===== src/rtl/ctrl_pipe_chain.sv =====
// Control-word pipeline Decode -> E -> M -> W ... with valid bits, bubbles, E flush and multi-cycle E hold.
// Optional stall-cycle counter enabled by CTRL_PIPE_STALL_CNT_EN (ties stall_cycles to 0 when undefined).
module ctrl_pipe_chain #(
  parameter int W      = 8,
  parameter int STAGES = 3,
  parameter int MCYC   = 4
) (
  input  logic                  clk,
  input  logic                  reset,
  input  logic [W-1:0]          ctrlD,
  input  logic                  validD,
  input  logic                  mcD,
  input  logic                  stallD,
  input  logic                  flushE,
  output logic [STAGES*W-1:0]   ctrl_q,
  output logic [STAGES-1:0]     valid_q,
  output logic                  busyE,
  output logic                  stall_req,
  output logic [15:0]           stall_cycles
);

  localparam int CNTW = (MCYC > 1) ? $clog2(MCYC) : 1;
  localparam logic [CNTW-1:0] LOADVAL = CNTW'(MCYC - 1);
  localparam bit MCEN = (MCYC > 1);

  logic [W-1:0]      ctrlR [STAGES];
  logic [STAGES-1:0] validR;
  logic [CNTW-1:0]   cnt;

  assign busyE     = (cnt != '0);
  assign stall_req = busyE & ~flushE;

  always_comb begin
    ctrl_q = '0;
    for (int unsigned k = 0; k < STAGES; k++) begin
      ctrl_q[k*W +: W] = ctrlR[k];
    end
  end
  assign valid_q = validR;

  always_ff @(posedge clk or posedge reset) begin
    if (reset) begin
      for (int unsigned k = 0; k < STAGES; k++) begin
        ctrlR[k] <= '0;
      end
      validR <= '0;
      cnt    <= '0;
    end else begin
      for (int unsigned k = 2; k < STAGES; k++) begin
        ctrlR[k]  <= ctrlR[k-1];
        validR[k] <= validR[k-1];
      end
      // A held (or flushed-while-held) word must not leak into stage 1.
      if (busyE) begin
        ctrlR[1]  <= '0;
        validR[1] <= 1'b0;
      end else begin
        ctrlR[1]  <= ctrlR[0];
        validR[1] <= validR[0];
      end

      if (flushE) begin
        ctrlR[0]  <= '0;
        validR[0] <= 1'b0;
        cnt       <= '0;
      end else if (busyE) begin
        cnt <= cnt - 1'b1;
      end else if (stallD) begin
        ctrlR[0]  <= '0;
        validR[0] <= 1'b0;
      end else begin
        ctrlR[0]  <= ctrlD;
        validR[0] <= validD;
        cnt       <= (MCEN && validD && mcD) ? LOADVAL : '0;
      end
    end
  end

`ifdef CTRL_PIPE_STALL_CNT_EN
  logic [15:0] stallCnt;

  always_ff @(posedge clk or posedge reset) begin
    if (reset) begin
      stallCnt <= '0;
    end else if ((stall_req || stallD) && (stallCnt != '1)) begin
      stallCnt <= stallCnt + 16'd1;
    end
  end

  assign stall_cycles = stallCnt;
`else
  assign stall_cycles = '0;
`endif

endmodule


===== config.mk =====
export PLATFORM = sky130hd
export DESIGN_NAME = ctrl_pipe_chain
export DESIGN_NICKNAME = d
export VERILOG_FILES = /design/src/rtl/ctrl_pipe_chain.sv
export SDC_FILE = /design/constraint.sdc
export NUM_CORES = 1
export LEC_CHECK = 0
export BUFFER_PORTS_ARGS = -buffer_cell sky130_fd_sc_hd__buf_2
export CORE_MARGIN = 2
export CORE_UTILIZATION = 40
export CTS_CLUSTER_DIAMETER = 40
export CTS_CLUSTER_SIZE = 12
export DETAILED_ROUTE_END_ITERATION = 8
export PLACE_DENSITY = 0.72
export SYNTH_ARGS = -nofsm -noshare
export SYNTH_HDL_FRONTEND = slang
export SYNTH_SLANG_ARGS = --single-unit

===== constraint.sdc =====
create_clock -name clk -period 2.45 [get_ports clk]
set_input_delay 0.6125 -clock clk [delete_from_list [all_inputs] [get_ports clk]]
set_output_delay 0.6125 -clock clk [all_outputs]
set_load 0.02 [all_outputs]

==> impl_results.md, run 1 <==
- Status: finished, final reports clean
- Register area: around 730 um^2
- HPWL Detailed: roughly 1400 um
- CTS resizes: 0
- Crit-path max cell delay: between 0.5 and 0.6 ns
- Initial DRC Count: 18
- Largest net degree at the start of global routing: 30
- Share of cells above drive strength 1: around a third
- Switching portion of total power: between 20% and 30%
- WP buf/inv: 1
- ANT cells: 0
- Clk_lat worst skew: 0.32 ns
- CTS Hold Buffers Added: 0
- Worst-path clk slew: roughly 0.090 ns
- Synthesis-stage register bit count: 29
- Clock Skew: 0.00229 ns
- Max-Cap Viols: 0
- First drt pass iteration count: 4
- Top cell by count, worst path: nor2_1
- Die Width: approximately 58 um
- I/O Buffers: 42
- Crit-path leading delay family: flip-flops
- Critical path fanouts, max: 22
- Count of different cell masters after synthesis: 16
- Nets: approximately 160
- Setup Crit Path Kind: reg2out
- Via density per instance: 4.61
- # rows: 19
- Initial antenna violation count: 0
- Worst-case clock buffer depth: 2
- CTS tree: yes
- Power per Cell Area: 651 nW/um^2
- Worst slew pin tran: around 0.52 ns
- Clock power frac: 29.1%
- Routed WL: just under 2000 um
- # IOs: about 60
- Synthesis warning total: 0
- CP cell instances: nor2_1 -> nor2_1 -> buf_2
- Fmax: approximately 0.45 GHz
- Die height: about 58 um
- Avg Cell Area, Syn: approximately 12 um^2
- Sink Count: 29
- Synthesized area: around 1200 um^2
- Slowest CP cell: dfrtp_1
- Final hold vios: 0
- Comb pwr share: 13.6%
- Area growth from synthesis to layout: 17.6%
- P_int: about 650 uW
- Global route overflow: 0
- HP Class: in2async
- WP data required: ~1.8 ns
- DR WL/cell: between 10 and 15 um
- Cts bufs inserted: 5
- DRC Markers: 0
- Fin. max-slew vios: 0
- First-pass GRT wire length: 3020 um
- Post-layout power: ~900 uW
- Minimum clock period: roughly 2.2 ns
- Core ar.: approximately 2800 um^2
- Sequential area share after synthesis: 61.8%
- Die Area: ~3400 um^2
- Crit path DAT: between 1.5 and 2 ns
- Worst IR drop on VDD: 0.000464 V
- Postcts setup bufs: 0
- GP Congestion: 0.731
- Post-route ant nets: 0
- H-tree depth: 2
- Cell count after synthesis: just under 100
- Vias: between 700 and 800
- Filler cell count: roughly 260
- Final setup violation count: 0
- Starting Density: a little over two fifths
- Lkg Pwr: slightly below 0.0008 uW
- Max_slew headroom: ~66%
- Worst setup EP type: primary output
- Area of the multi-input gates: 335 um^2
- Psw: 252 uW
- TNS Setup: 0 ns
- Vias in the first global route: 663
- Crit share post-route: around nine tenths
- Overall Global Routing Usage: 12.3%
- Seq pwr share: a little under three fifths
- Worst setup SP type: register
- CTS root buffer: clkbuf_4
- RSZ-0062 raised after global routing: no
==> cells by family (layout without fill, tap and decap cells) <==
logic type	after synthesis	count (layout)	share of synthesized area, %
DFF	29	29	61.8
buffers and inverters	25	54	14.4
AOI/OAI and AO/OA	20	20	8.85
and+or+nand+nor	23	23	14.6
other	1	16	0.320
==> routing by layer <==
metal  vias to the layer above  routed length [um]  global-route usage, %
met3                         2                 223                   6.92
met5                         -                   0                      0
met1                       366                 807                   15.8
li1                        383                   -                      -
met4                         0                   8                   4.98
met2                        47                 897                   17.2
==> worst paths after layout <==
check / depth (start not counted) / slack (ns) / end / startpoint
max: 3 / 0.25 / stall_req / cnt[0]
min: 3 / 0.35 / ctrl_q[17] / reset
max reg2reg: 2 / 1.06 / ctrl_q[0] / cnt[0]
min reg2reg: 0 / 0.37 / ctrl_q[18] / ctrl_q[10]
max in group asynchronous: 3 / 1.84 / ctrl_q[7] / reset
min in group clk: 0 / 0.37 / ctrl_q[18] / ctrl_q[10]
==> worst min-delay path: cells and delay by family <==
family | cells | cell delay [ns]
buffers and inverters | 3 | 0.48
==> metrics by stage <==
step	utilization (%)	std cells	cell area, um^2	hold WS (ns)	worst slack, ns
floorplan	-	113	1230	0.494	0.735
global placement	47.8	165	1330	0.355	0.621
detailed placement	47.8	165	1330	0.356	0.580
CTS	49.6	173	1380	0.340	0.212
global route	49.6	173	1380	0.381	0.0217
finish	49.6	173	1380	0.350	0.247
==> flip-flops by register name, indices dropped and copies added (netlist names) <==
signal and flops:
valid_q 3, cnt 2, ctrl_q 24
==> power groups by stage <==
stage / registers (uW) / logic, uW / clock network (uW)
5_1_grt: 519 / 134 / 297
6_report: 514 / 122 / 262
2_1_floorplan: 547 / 79.7 / 0
4_1_cts: 515 / 124 / 275
3_5_place_dp: 525 / 124 / 0
3_3_place_gp: 524 / 123 / 0
==> Yosys cell counts <==
master / count / share of area, %
dfrtp_1: 29 / 62
buf_4: 16 / 10
a21oi_1: 9 / 3.8
and2_1: 9 / 4.8
o21ai_0: 9 / 3.8
or4b_1: 9 / 7.7
clkbuf_1: 4 / 1.3
inv_1: 3 / 0.96
buf_6: 2 / 1.9
nor2_1: 2 / 0.64
a211oi_1: 1 / 0.64
conb_1: 1 / 0.32
nand2_1: 1 / 0.32
nand3b_1: 1 / 0.64
o22ai_1: 1 / 0.53
or3_1: 1 / 0.53
==> final cells by class <==
cell class	instances	share of cell area, %
repair buffers	43	15.8
well taps	31	2.81
clock inverters	2	0.725
multi-input cells	59	24.3
clock buffers	6	2.99
inverters	3	0.816
flip-flops and latches	29	52.6
==> cell usage in the layout, fill, tap and decap left out, types with 2 or more instances in the layout <==
master	Yosys	layout
buf_2	0	42
or4b_1	9	9
dfrtp_1	29	29
a21oi_1	9	9
nor2_1	2	2
o21ai_0	9	9
inv_1	3	3
conb_1	1	16
and2_1	9	9
clkbuf_4	0	5
clkinv_2	0	2
Power figures use the tool's default switching activity.
==> run 2: changes to the inputs <==
==> constraint.sdc (replaced) <==
create_clock -name clk -period 2.45 [get_ports clk]
set_input_delay 0.245 -clock clk [delete_from_list [all_inputs] [get_ports clk]]
set_output_delay 0.245 -clock clk [all_outputs]
set_load 0.02 [all_outputs]
==> impl_results.md, run 2 (synthesized netlist as in run 1, its figures left out) <==
- First-pass GRT wire length: 3190 um (+5.7%)
- Vias: 850 (+6.5%)
- Register area: 726 um^2 (unchanged)
- Routed WL: 2090 um (+8.1%)
- Most common cell after layout, fill and taps aside: buf_2
- Lkg Pwr: 0.000796 uW (+1.7%)
- Worst-path clk slew: 0.09 ns (about the same)
- Initial DRC Count: 21 (+3)
- Crit path DAT: 1.60 ns (about the same)
- Worst slew pin tran: 0.512 ns (-0.00335 ns)
- GP Congestion: 0.762 (+4.2%)
- I/O Buffers: 42 (unchanged)
- RSZ-0062 raised after global routing: no
- Vias in the first global route: 719 (+8.4%)
- Final setup violation count: 0 (unchanged)
- Setup Crit Path Kind: reg2out
- M1 GR Usage: 13.8% (-2.1 points)
- CTS root buffer: clkbuf_4
- Minimum clock period: 1.85 ns (-0.357 ns)
- Most frequent cells in the layout: buf_2 (42), dfrtp_1 (29), conb_1 (16)
- ANT cells: 0 (unchanged)
- Power per Cell Area: 682 nW/um^2 (+4.8%)
- Die Width: 58.2 um (unchanged)
- Utilization after layout: 50.7% (+1.0 points)
- WP data required: 2.20 ns (+0.36 ns)
- # rows: 19 (unchanged)
- Largest net degree at the start of global routing: 30 (unchanged)
- Via density per instance: 4.89 (+5.9%)
- CTS tree: yes
- Worst setup EP type: primary output
- # IOs: 59 (unchanged)
- Die Area: 3380 um^2 (unchanged)
- Core ar.: 2780 um^2 (unchanged)
- First drt pass iteration count: 5 (+1)
- Post-route ant nets: 0 (unchanged)
- HPWL Detailed: 1520 um (+6.0%)
- Filler cell count: 266 (+3.9%)
- Crit share post-route: 75.4% (-15 points)
- Starting Density: 42.2% (unchanged)
- Worst IR drop on VDD: 0.000498 V (+7.4%)
- DR WL/cell: 12.0 um (+7.4%)
- Nets: 156 (+0.65%)
- CTS resizes: 0 (unchanged)
- Area growth from synthesis to layout: 20.0%
- Cts bufs inserted: 5 (unchanged)
- Worst setup SP type: register
- GRT met2 Usage: 21.9% (+4.7 points)
- Fin. max-slew vios: 0 (unchanged)
- Global route overflow: 0 (unchanged)
- Status: finished, final reports clean
- Critical path fanouts, max: 22 (unchanged)
- Max-Cap Viols: 0 (unchanged)
- Number of flip-flops in the largest register: 24 (unchanged)
- Clock Skew: 0.00512 ns (+0.00283 ns)
- Met3 usage: 8.71% (+1.8 points)
- Initial antenna violation count: 0 (unchanged)
- HP Class: in2reg
- TNS Setup: 0 ns (unchanged)
- Final hold vios: 0 (unchanged)
- Final worst slack: 0.603 ns (+0.357 ns)
- Post-layout power: 962 uW (+7.0%)
- Overall Global Routing Usage: 13.3% (+0.94 points)
- H-tree depth: 2 (unchanged)
- Setup WS pre-CTS: 0.941 ns (+0.361 ns)
- Share of cells above drive strength 1: 35.7% (+0.45 points)
- Fmax: 0.542 GHz (+19%)
- Sink Count: 29 (unchanged)
- DRC Markers: 0 (unchanged)
- Area of the multi-input gates: 335 um^2 (unchanged)
- Max_slew headroom: 65.9% (+0.22 points)
- Die height: 58.2 um (unchanged)
- GR peak layer: met2
- Clk_lat worst skew: 0.32 ns (about the same)
- Worst-case clock buffer depth: 2 (unchanged)
run 2: changes by cell type in the layout (fill, tap and decap cells not counted), sizes merged:
cell	previous run	this run
dlygate4sd3	0	1
clkinv	2	1
clkbuf	6	7
run 2: worst max-delay path, stage by stage, from the launching register on:
cell and delay [ns]:
dfrtp_1 0.57, nor2_1 0.47, nor2_1 0.07, buf_2 0.17
run 2: worst paths after layout:
path	cells past startpoint	to	startpoint	slack, ns
max	3	stall_req	cnt[1]	0.60
min	3	cnt[1]	mcD	0.22
max reg2reg	2	ctrl_q[4]	cnt[1]	1.02
min reg2reg	0	ctrl_q[19]	ctrl_q[11]	0.38
max in group asynchronous	4	ctrl_q[8]	reset	1.66
min in group asynchronous	4	ctrl_q[12]	reset	0.53
run 2: stage by stage:
step           hold WS [ns]  cell area [um^2]  std cells
3_3_place_gp          0.315              1330        165
5_1_grt               0.212              1410        174
3_5_place_dp          0.339              1330        165
4_1_cts               0.205              1410        174
2_1_floorplan         0.312              1230        113
6_report              0.217              1410        174
run 2: routing by layer:
metal | wire [um] | vias to the layer above
li1 | - | 386
met1 | 814 | 402
met2 | 1020 | 58
met3 | 244 | 4
met4 | 17 | 0
met5 | 0 | -
run 2: power breakdown:
| part | total (uW) | leakage (uW) | switching (uW) | internal, uW |
|---|---|---|---|---|
| clock | 322 | 0.0000413 | 156 | 166 |
| combinational | 125 | 0.000362 | 85.7 | 38.8 |
| sequential | 515 | 0.000393 | 14.7 | 500 |
run 2: area by class of cell:
type                            instances  share of cell area, %
Sequential cell                        29                   51.5
Timing Repair Buffer                   44                   16.2
Multi-Input combinational cell         59                   23.8
Clock buffer                            7                   4.62
Inverter                                3                  0.799
Clock inverter                          1                  0.355
Tap cell                               31                   2.75
run 2: timing repair:
item                                   4_1_cts  5_1_grt
hold buffers                                 1        0
endpoints found under the hold margin       29        0
setup buffers                                0        0
setup endpoints to repair                    0        0
